[config.mk]
export PLATFORM = sky130hd
export DESIGN_NAME = pipe_elastic
export DESIGN_NICKNAME = d
export VERILOG_FILES = /design/src/rtl/pipe_pkg.sv /design/src/rtl/pipe_stage.sv /design/src/rtl/pipe_elastic.sv
export SDC_FILE = /design/constraint.sdc
export NUM_CORES = 1
export LEC_CHECK = 0
export CORE_MARGIN = 5
export CORE_UTILIZATION = 46
export DETAILED_ROUTE_END_ITERATION = 12
export PLACE_DENSITY = 0.75
export RECOVER_POWER = 50
export REMOVE_ABC_BUFFERS = 1
export SLEW_MARGIN = 20
export SYNTH_ARGS = -nofsm -noshare
export SYNTH_HDL_FRONTEND = slang
export SYNTH_SLANG_ARGS = --single-unit
export TNS_END_PERCENT = 50
[constraint.sdc]
create_clock -name clk -period 3.8 [get_ports clk]
set_input_delay 1.14 -clock clk [delete_from_list [all_inputs] [get_ports clk]]
set_output_delay 1.14 -clock clk [all_outputs]
set_load 0.02 [all_outputs]
[src/rtl/pipe_pkg.sv]
// Shared constants and helpers for the elastic pipeline.
package pipe_pkg;

    localparam int PIPE_MAX_STAGES = 8;
    localparam int PIPE_STAT_W     = 32;

    // Saturating increment used by the statistics counter.
    function automatic logic [PIPE_STAT_W-1:0] sat_inc(input logic [PIPE_STAT_W-1:0] value);
        return (&value) ? value : value + 1'b1;
    endfunction

endpackage

[src/rtl/pipe_stage.sv]
// One valid/data register of the elastic pipeline; load wins over drain/flush.
module pipe_stage
    import pipe_pkg::*;
#(
    parameter int WIDTH = 32
) (
    input  logic             clk,
    input  logic             rst,
    input  logic             load,
    input  logic             kill,
    input  logic             flush,
    input  logic             drain,
    input  logic [WIDTH-1:0] load_data,
    output logic             valid,
    output logic [WIDTH-1:0] data
);

    // NOTE: sequential state uses non-blocking assignments so every stage samples pre-edge values.
    always_ff @(posedge clk or posedge rst) begin
        if (rst) begin
            valid <= 1'b0;
            data  <= '0;
        end else if (load) begin
            valid <= ~kill;
            data  <= load_data;
        end else if (drain || flush) begin
            valid <= 1'b0;
        end
    end

endmodule

[src/rtl/pipe_elastic.sv]
// Elastic valid/ready register pipeline with per-stage flush and input kill.
// Optional statistics outputs are built when PIPE_ELASTIC_STATS_EN is defined.
module pipe_elastic
    import pipe_pkg::*;
#(
    parameter int WIDTH  = 32,
    parameter int STAGES = 3
) (
    input  logic              clk,
    input  logic              rst,
    input  logic              in_valid,
    output logic              in_ready,
    input  logic [WIDTH-1:0]  in_data,
    input  logic              in_kill,
    input  logic [STAGES-1:0] flush_mask,
    output logic              out_valid,
    input  logic              out_ready,
    output logic [WIDTH-1:0]  out_data
`ifdef PIPE_ELASTIC_STATS_EN
    ,
    output logic [$clog2(STAGES+1)-1:0] occupancy,
    output logic [PIPE_STAT_W-1:0]      stall_cnt
`endif
);

    localparam int LAST = STAGES - 1;

    if (STAGES < 1 || STAGES > PIPE_MAX_STAGES) begin : g_bad_stages
        $error("pipe_elastic: STAGES out of range");
    end

    logic [STAGES-1:0] v;
    logic [STAGES-1:0] adv;
    logic [WIDTH-1:0]  d [STAGES];

    assign out_valid = v[LAST] & ~flush_mask[LAST];
    assign out_data  = d[LAST];
    assign in_ready  = ~v[0] | adv[0];

    // Walk from the output end: a stage moves when the one ahead is empty or moving.
    // NOTE: every always_comb output gets a default first so no latch is inferred.
    always_comb begin
        logic space;
        adv       = '0;
        adv[LAST] = out_valid & out_ready;
        space     = ~v[LAST] | adv[LAST];
        for (int i = STAGES - 2; i >= 0; i--) begin
            adv[i] = v[i] & space;
            space  = ~v[i] | adv[i];
        end
    end

    for (genvar g = 0; g < STAGES; g++) begin : g_stage
        logic             load;
        logic             kill;
        logic [WIDTH-1:0] load_data;

        if (g == 0) begin : g_head
            assign load      = in_valid & in_ready;
            assign kill      = in_kill;
            assign load_data = in_data;
        end else begin : g_body
            // A flushed item still moves forward, but arrives as a bubble.
            assign load      = adv[g-1];
            assign kill      = flush_mask[g-1];
            assign load_data = d[g-1];
        end

        pipe_stage #(.WIDTH(WIDTH)) u_stage (
            .clk       (clk),
            .rst       (rst),
            .load      (load),
            .kill      (kill),
            .flush     (flush_mask[g]),
            .drain     (adv[g]),
            .load_data (load_data),
            .valid     (v[g]),
            .data      (d[g])
        );
    end

`ifdef PIPE_ELASTIC_STATS_EN
    localparam int OCC_W = $clog2(STAGES + 1);

    always_comb begin
        occupancy = '0;
        for (int i = 0; i < STAGES; i++) begin
            occupancy = occupancy + OCC_W'(v[i]);
        end
    end

    always_ff @(posedge clk or posedge rst) begin
        if (rst) begin
            stall_cnt <= '0;
        end else if (out_valid && !out_ready) begin
            stall_cnt <= sat_inc(stall_cnt);
        end
    end
`else
    // Statistics outputs and counters are not built in this configuration.
`endif

endmodule

==> results.md, run 1 <==
- Die area: 0.0101 mm2
- Fraction of layout cells with a size suffix above 1: 37.1%
- Root buf cell: clkbuf_8
- Hold/Removal Path Class: reg -> reg
- Metal1 wirelength: 2940 um
- # DRC: 0
- Synth Area in Adders: 0%
- Synth warnings: 0
- Crit path kind: in -> out
- Placed Area: 0.00463 mm2
- I/O Pins: 74
- Max-Cap Viols: 1
- Violated checks: capacitance limit, slew limit
- Global Route Usage Sum: 14.4%
- Die Y: 101 um
- WL/cell: 15.9 um
- PD cells: 580 mW/mm2
- Die X: 101 um
- Mux share of post-synthesis cell area: 28.8%
- Overflow after GRT: 0
- First-pass GRT wire length: 11300 um
- Antenna violations before repair: 0
- Post-synthesis compound-gate area fraction: 1.42%
- Rel. slew slack: -31.3%
- Distinct cells, synth: 19
- Post-synthesis sequential area ratio: 65.5%
- Worst Clk Skew: 0.00564 ns
- Row Count: 33
- Met2 Wirelength: 3230 um
- # H-tree levels: 3
- Filler cells: 646
- # diodes: 0
- Layout area overhead: 27.1%
- Number of hold violations in the final report: 0
- CTS clock-pin slew for the worst setup and hold paths: 0.09 ns
- CP Capture Type: primary output
- Core Area: 0.00813 mm2
- DRT antenna net count: 0
- Static leakage: 2.02 nW
- Metal3 WL: 374 um
- Cell area after layout: 0.00481 mm2
- CTS tree: done
- CTS sink cnt: 99
- Synthesized area per cell: 17.0 um2
- Count of pins over their slew limit: 47
- Vias after detailed routing: 2063
- Hpwl dp: 4460 um
- Syn Std Cell Area: 0.00378 mm2
- Setup Viol. Count Final: 0
- Post-Synth XOR/XNOR Area: 0%
- IO buf count: 73
- DR top layer: met4
- RSZ-0062 raised after global routing: no
- Initial core utilization: 46.5%
- Post-CTS Setup Repair Bufs: 0
- Max VDD drop: 0.305 mV
- DRT iter0 DRCs: 25
- Period utilization: 93.5%
- Worst Path Max Fanout: 2
- Placer Congestion: 0.745
- Post-synthesis async set-or-reset flop share: 100%
- Post-synthesis simple-gate area fraction: 1.22%
- Vias in the first global route: 2257
- Detailed Route WL: 6620 um
- Flops & latches, synth: 99
- Top_reg_cell synth: dfrtp_1
- CP Launch Type: primary input
- Clk_lat worst skew: 0.35 ns
- Setup TNS: 0 ns
- Tmin final: 3.55 ns
- Clock buffer depth: 2
- Worst EP arrival: 2.41 ns
- Outcome: finished with violations
- Post-synth EDFFs: 0
- Cts bufs inserted: 9
- Synth Instances: 223
- Vias per inst: 4.97
- Layout Utilization: 59.1%
- Nets: 345
- Largest net degree at the start of global routing: 47
- DR pass1 iterations: 4
- Largest family of logic cells by synthesized area: multiplexers
- Actual slew at the worst max-slew pin: 1.96 ns
- Peak Freq: 281 MHz
- CP required: 2.66 ns
area by class of cell:
cell class	count	area, um2	area share [%]
Timing Repair Buffer	81	793	16.5
Clock inverter	4	50.0	1.04
Sequential cell	99	2480	51.5
Multi-Input combinational cell	109	1190	24.8
Inverter	5	20.0	0.416
Clock buffer	12	145	3.02
Tap cell	105	131	2.73
timing repair:
item,CTS,global route
setup endpoints to repair,0,1
resized for setup,0,1
hold buffers,0,0
cells in the final DEF (no fill, tap or decap):
cell,synthesis,routed
o21ai_4,0,1
nand2_1,1,1
nor2b_1,1,2
or3_1,2,2
nor2_1,1,1
clkinvlp_2,0,1
nand2b_1,1,1
clkbuf_1,0,4
o31ai_4,1,1
clkbuf_8,0,10
bufinv_16,0,1
dfrtp_1,99,99
buf_12,0,1
dlymetal6s2s_1,0,1
o31ai_1,1,1
dlygate4sd3_1,0,8
mux2i_1,1,1
a22o_1,1,1
clkdlybuf4s50_1,0,64
clkinv_2,0,1
clkbuf_4,0,1
buf_4,3,2
mux2_1,4,4
o21a_1,1,1
clkinvlp_4,0,2
inv_1,5,4
mux2_2,92,92
clkbuf_2,0,2
final timing paths:
path | from | endpoint | slack (ns) | cells after the start
worst max-delay path | out_ready | in_ready | 0.25 | 4
worst min-delay path | g_stage[0].u_stage.data[11]$_DFFE_PP0P_ | g_stage[1].u_stage.data[11]$_DFFE_PP0P_ | 0.49 | 1
worst max register to register | g_stage[2].u_stage.valid$_DFFE_PP0P_ | g_stage[2].u_stage.data[8]$_DFFE_PP0P_ | 2.05 | 4
worst min register to register | g_stage[0].u_stage.data[11]$_DFFE_PP0P_ | g_stage[1].u_stage.data[11]$_DFFE_PP0P_ | 0.49 | 1
max in group asynchronous | rst | g_stage[2].u_stage.data[29]$_DFFE_PP0P_ | 0.69 | 3
min in group asynchronous | rst | g_stage[0].u_stage.data[18]$_DFFE_PP0P_ | 1.75 | 2
metal layers:
layer,up-vias,GRT usage [%]
met3,10,4.50
met4,0,4.66
met2,56,23.1
met5,-,0
li1,946,-
met1,1051,18.8
cell families (layout without fill, tap and decap cells):
logic type,count (synthesis),count (layout)
flops,99,99
buf+inv,15,102
mux,97,97
simple gates,7,7
compound gates,5,5
through the flow:
step | setup WS [ns] | std cells | hold slack (ns) | total power [mW]
after floorplan | 0.0696 | 213 | 0.452 | 1.79
after global placement | 0.0468 | 399 | 0.461 | 2.15
after detailed placement | 0.0245 | 399 | 0.485 | 2.18
after CTS | 0.0265 | 415 | 0.499 | 2.85
after global routing | 0.199 | 415 | 0.508 | 2.94
final | 0.246 | 415 | 0.494 | 2.79
synth_stat cells, drive strengths merged (2+ instances only):
master | count | share of area (%)
or3 | 2 | 0.33
o31ai | 2 | 0.76
buf | 10 | 2.5
dfrtp | 99 | 65
nor2b | 2 | 0.53
inv | 5 | 0.50
mux2 | 96 | 29
power by group:
| group | total (mW) | switching, mW | internal [mW] |
|---|---|---|---|
| clock network | 0.660 | 0.338 | 0.322 |
| logic | 0.728 | 0.313 | 0.415 |
| registers | 1.40 | 0.117 | 1.28 |
| total | 2.79 | 0.769 | 2.02 |
worst max-delay path, stage by stage:
cell and delay [ns]:
dlygate4sd3_1 0.56, nor2b_1 0.15, or3_1 0.35, dlymetal6s2s_1 0.22
flip-flops by register name (all words and copies together) (netlist names):
register / flops
g_stage.u_stage.valid: 3
g_stage.u_stage.data: 96
(Power assumes the default switching activity.)
==> inputs of run 2 (changes only) <==
--- a/config.mk
+++ b/config.mk
@@ -5,10 +5,11 @@
 export SDC_FILE = /design/constraint.sdc
 export NUM_CORES = 1
 export LEC_CHECK = 0
+export ABC_AREA = 0
 export CORE_MARGIN = 5
 export CORE_UTILIZATION = 46
 export DETAILED_ROUTE_END_ITERATION = 12
-export PLACE_DENSITY = 0.75
+export PLACE_DENSITY = 0.76
 export RECOVER_POWER = 50
 export REMOVE_ABC_BUFFERS = 1
 export SLEW_MARGIN = 20
==> run 2 against run 1 <==
Compared with the run above: final area is essentially flat; combinational power down 1%; the run still ends with capacitance limit, slew limit left; via count shrank 0.92%; first-iteration DRC count is 100% higher; clock power shrank 5.3%; utilization barely moved; count of clock-buffer cells in the layout fell by 3; worst hold slack worse by 0.0077 ns; worst setup slack got worse by 0.11 ns; largest cell class unchanged; critical path depth is 1 lower.
==> results.md, run 2 (synthesis gave the netlist of run 1 again) <==
- Placed Area: 0.00463 mm2
- Die Y: 101 um
- Hold-fix buffer count after cts: 0
- Core Area: 0.00813 mm2
- Dpl cells: 399
- Commonest cells after routing, fill and taps aside: dfrtp_1 (99), mux2_2 (92), clkdlybuf4s50_1 (56)
- Cts bufs inserted: 9
- Clock buffer depth: 2
- # DRC: 0
- Detailed Route WL: 6340 um
- CTS sink cnt: 99
- Max-Cap Viols: 1
- WL/cell: 15.3 um
- Clk_lat worst skew: 0.36 ns
- CP Capture Type: primary output
- Vias per inst: 4.93
- Actual slew at the worst max-slew pin: 1.92 ns
- Setup TNS: 0 ns
- Register bank with the most flops: g_stage.u_stage.data
- Vias after detailed routing: 2044
- DRT iter0 DRCs: 50
- Global Route Usage Sum: 13.7%
- I/O Pins: 74
- Die X: 101 um
- PD cells: 569 mW/mm2
- Setup Viol. Count Final: 0
- Largest regs: g_stage.u_stage.data x96, g_stage.u_stage.valid x3
- Worst Clk Skew: 0.00780 ns
- # diodes: 0
- # H-tree levels: 3
- Die area: 0.0101 mm2
- Layout area overhead: 27.1%
- Max reg flops: 96
- Nets: 345
- Root buf cell: clkbuf_8
- Cell area after layout: 0.00481 mm2
- Fraction of layout cells with a size suffix above 1: 38.4%
- Peak Freq: 273 MHz
- Worst Path Max Fanout: 2
- First-pass GRT wire length: 10700 um
- Static leakage: 2.03 nW
- Count of pins over their slew limit: 47
- CP required: 2.66 ns
- Finished Layout Cells: 415
- R2r setup slk: 1.87 ns
- Placer Congestion: 0.718
- Hold/Removal Path Class: reg -> reg
- Vias in the first global route: 2175
- Max VDD drop: 0.267 mV
- RSZ-0062 raised after global routing: no
- Most common cell after layout, fill and taps aside: dfrtp_1
- Rel. slew slack: -29.0%
- Outcome: finished with violations
- Hpwl dp: 4310 um
- DR pass1 iterations: 4
- Row Count: 33
- CP Launch Type: primary input
- Largest net degree at the start of global routing: 47
- CTS tree: done
- Period utilization: 96.6%
- Post-CTS Setup Repair Bufs: 0
- Worst EP arrival: 2.53 ns
- DRT antenna net count: 0
- Tmin final: 3.67 ns
- Number of hold violations in the final report: 0
- Overflow after GRT: 0
- Violated checks: capacitance limit, slew limit
- Antenna violations before repair: 0
- Design Power: 2.74 mW
- Initial core utilization: 46.5%
- IO buf count: 73
- CTS clock-pin slew for the worst setup and hold paths: 0.09 ns
- Crit path kind: in -> out
-- run 2: layer usage --
metal | GRT usage, % | wire (um) | share of wire, % | vias up
met1 | 17.5 | 2810 | 44 | 1037
met3 | 4.78 | 401 | 6.3 | 11
li1 | - | - | - | 943
met2 | 22.0 | 3030 | 48 | 53
met4 | 4.35 | 90 | 1.4 | 0
met5 | 0 | 0 | 0 | -
-- run 2: final timing paths --
| check | cells past startpoint | from | endpoint |
|---|---|---|---|
| worst max register to register | 4 | g_stage[2].u_stage.valid$_DFFE_PP0P_ | g_stage[2].u_stage.data[29]$_DFFE_PP0P_ |
| worst min register to register | 1 | g_stage[0].u_stage.data[11]$_DFFE_PP0P_ | g_stage[1].u_stage.data[11]$_DFFE_PP0P_ |
| worst max-delay path | 3 | flush_mask[2] | out_valid |
| worst min-delay path | 1 | g_stage[0].u_stage.data[11]$_DFFE_PP0P_ | g_stage[1].u_stage.data[11]$_DFFE_PP0P_ |
| min in group asynchronous | 2 | rst | g_stage[0].u_stage.data[3]$_DFFE_PP0P_ |
| max in group asynchronous | 3 | rst | g_stage[0].u_stage.data[13]$_DFFE_PP0P_ |
-- run 2: report_power, final --
group | total, mW | leakage, nW | switching [mW] | internal [mW]
Sequential | 1.39 | 1.17 | 0.113 | 1.28
Combinational | 0.718 | 0.766 | 0.313 | 0.405
Clock | 0.625 | 0.0936 | 0.374 | 0.251
-- run 2: repair_timing --
item / 4_1_cts / 5_1_grt
hold endpoints to repair: 0 / 0
setup endpoints to repair: 1 / 0
resized for setup: 1 / 0
-- run 2: final cells by class --
class	count	area (um2)
fillers	652	3330
flip-flops and latches	99	2480
multi-input cells	109	1200
repair buffers	81	793
well taps	105	131
clock buffers	9	124
clock inverters	7	61.3
inverters	5	20.0
-- run 2: metrics by stage --
step                util (%)  hold slack, ns  worst slack (ns)
floorplan                  -           0.452            0.0696
global placement        57.0           0.458          -0.00177
detailed placement      57.0           0.469          -0.00206
CTS                     59.2           0.491             0.214
global route            59.1           0.517             0.108
finish                  59.1           0.486             0.131
-- run 2: critical path: stages --
cell and delay, ns:
dlygate4sd3_1 0.59, nor2b_1 0.17, clkdlybuf4s50_1 0.62
==> inputs of run 3 (changes only) <==
==> constraint.sdc (replaced) <==
create_clock -name clk -period 3.8 [get_ports clk]
set_input_delay 1.14 -clock clk [delete_from_list [all_inputs] [get_ports clk]]
set_output_delay 1.14 -clock clk [all_outputs]
set_load 0.005 [all_outputs]
==> run 3 against run 2 <==
Compared with the run above: the flow still finishes with violations (capacitance limit, slew limit); via count is 0.49% lower; power is 0.90% lower; global-route usage is 0.17 points higher; non-clock buffer count is 1 higher; final area is 0.81% higher; worst setup slack worse by 0.034 ns; wire length is 2.3% higher; cell count is 0.24% higher; die area stayed put; largest cell class unchanged; highest routed layer unchanged.
==> results.md, run 3 (synthesis gave the netlist of run 1 again) <==
- Static leakage: 2.06 nW
- IO buf count: 73
- First-pass GRT wire length: 10800 um
- Rel. slew slack: -30.7%
- Hold-fix buffer count after cts: 0
- # diodes: 0
- CP max stage delay: 0.52 ns
- Detailed Route WL: 6490 um
- Vias after detailed routing: 2034
- Actual slew at the worst max-slew pin: 1.95 ns
- Antenna violations before repair: 0
- Crit-path leading delay family: buffers and inverters
- Worst r2r path cells: 4
- Period utilization: 97.4%
- R2r setup slk: 2.09 ns
- Die X: 101 um
- Clock buffer depth: 2
- Nets: 346
- Commonest cells after routing, fill and taps aside: dfrtp_1 (99), mux2_2 (92), clkdlybuf4s50_1 (57)
- Violated checks: capacitance limit, slew limit
- Setup TNS: 0 ns
- DR pass1 iterations: 3
- Post-CTS Setup Repair Bufs: 0
- Post-CTS Resized: 0
- Outcome: finished with violations
- Placer Congestion: 0.682
- DRT iter0 DRCs: 24
- RSZ-0062 raised after global routing: no
- Layout area overhead: 28.1%
- Vias in the first global route: 2219
- Peak Freq: 270 MHz
- CTS clock-pin slew for the worst setup and hold paths: 0.09 ns
- Clk_lat worst skew: 0.35 ns
- Row Count: 33
- Vias per inst: 4.89
- Reg-to-reg critical path endpoint: g_stage[2].u_stage.data[30]$_DFFE_PP0P_
- Max reg flops: 96
- Number of hold violations in the final report: 0
- PD cells: 560 mW/mm2
- Worst EP arrival: 2.56 ns
- Core Area: 0.00813 mm2
- DRT antenna net count: 0
- Die area: 0.0101 mm2
- Root buf cell: clkbuf_8
- Layout Utilization: 59.6%
- Largest net degree at the start of global routing: 47
- Tmin final: 3.70 ns
- Hpwl dp: 4470 um
- Setup crit end: in_ready
- Critical path's slowest cell: clkdlybuf4s50_1
- I/O Pins: 74
- Worst Clk Skew: 0.0107 ns
- CP required: 2.66 ns
- Hold/Removal Path Class: reg -> reg
- Fraction of layout cells with a size suffix above 1: 38.6%
- Initial core utilization: 46.5%
- # DRC: 0
- CTS tree: done
- Most common cell after layout, fill and taps aside: dfrtp_1
- Cts bufs inserted: 9
- Overflow after GRT: 0
- Setup Viol. Count Final: 0
- Global Route Usage Sum: 13.9%
- Register bank with the most flops: g_stage.u_stage.data
- Worst Path Max Fanout: 2
- Crit path kind: in -> out
- CP bufs+invs: 2
- Max-Cap Viols: 1
- Max VDD drop: 0.283 mV
- Largest regs: g_stage.u_stage.data x96, g_stage.u_stage.valid x3
- # H-tree levels: 3
- CP Capture Type: primary output
- CP Depth: 4
- Worst path cell trace: clkdlybuf4s50_1 > nor2b_4 > or3_1 > clkdlybuf4s50_1
- Count of pins over their slew limit: 47
- CP Launch Type: primary input
- CTS sink cnt: 99
- WL/cell: 15.6 um
- Worst reg2reg path startpoint: g_stage[2].u_stage.valid$_DFFE_PP0P_
- Die Y: 101 um
- Crit path top cell by count: clkdlybuf4s50_1
- Crit path from: flush_mask[2]
[run 3: cell types whose count changed in the layout (fill, tap and decap cells not counted), sizes merged]
cell           before  now
bufinv              0    2
clkbuf             12   13
clkdlybuf4s50      56   57
clkinv              3    2
clkinvlp            2    1
dlygate4sd2         1    0
[run 3: worst min-delay path by stage]
stage | startpoint | end | cells after the start
2_1_floorplan | g_stage[0].u_stage.data[11]$_DFFE_PP0P_ | g_stage[1].u_stage.data[11]$_DFFE_PP0P_ | 1
3_3_place_gp | g_stage[0].u_stage.data[11]$_DFFE_PP0P_ | g_stage[1].u_stage.data[11]$_DFFE_PP0P_ | 1
3_5_place_dp | g_stage[0].u_stage.data[11]$_DFFE_PP0P_ | g_stage[1].u_stage.data[11]$_DFFE_PP0P_ | 1
4_1_cts | g_stage[0].u_stage.data[11]$_DFFE_PP0P_ | g_stage[1].u_stage.data[11]$_DFFE_PP0P_ | 1
5_1_grt | g_stage[0].u_stage.data[11]$_DFFE_PP0P_ | g_stage[1].u_stage.data[11]$_DFFE_PP0P_ | 1
6_report | g_stage[0].u_stage.data[11]$_DFFE_PP0P_ | g_stage[1].u_stage.data[11]$_DFFE_PP0P_ | 1
[run 3: per-layer routing]
layer	track usage, %	part of all wire [%]
met1	17.5	43
met3	5.54	6.8
met5	0	0
met4	3.21	0.94
met2	22.6	49
[run 3: metrics by stage]
step | hold WS, ns | total power, mW | area, um2 | worst slack [ns] | instances
6_report | 0.484 | 2.71 | 4840 | 0.0972 | 416
5_1_grt | 0.514 | 2.86 | 4840 | 0.0235 | 416
4_1_cts | 0.485 | 2.79 | 4860 | 0.0849 | 416
3_5_place_dp | 0.475 | 2.03 | 4630 | 0.0921 | 400
3_3_place_gp | 0.459 | 2.00 | 4630 | 0.0916 | 400
2_1_floorplan | 0.452 | 1.65 | 3690 | 0.0696 | 213
[run 3: final cells by class]
cell class | instances | area, um2
tap | 105 | 131
timing repair buffer | 82 | 786
clock buffer | 9 | 124
clock inverter | 7 | 106
sequential | 99 | 2480
fill | 689 | 3290
multi-input combinational | 109 | 1200
inverter | 5 | 20.0
[run 3: power breakdown]
| part | internal [mW] | total [mW] | switching (mW) |
|---|---|---|---|
| clock | 0.382 | 0.751 | 0.368 |
| combinational | 0.399 | 0.567 | 0.168 |
| sequential | 1.28 | 1.39 | 0.113 |
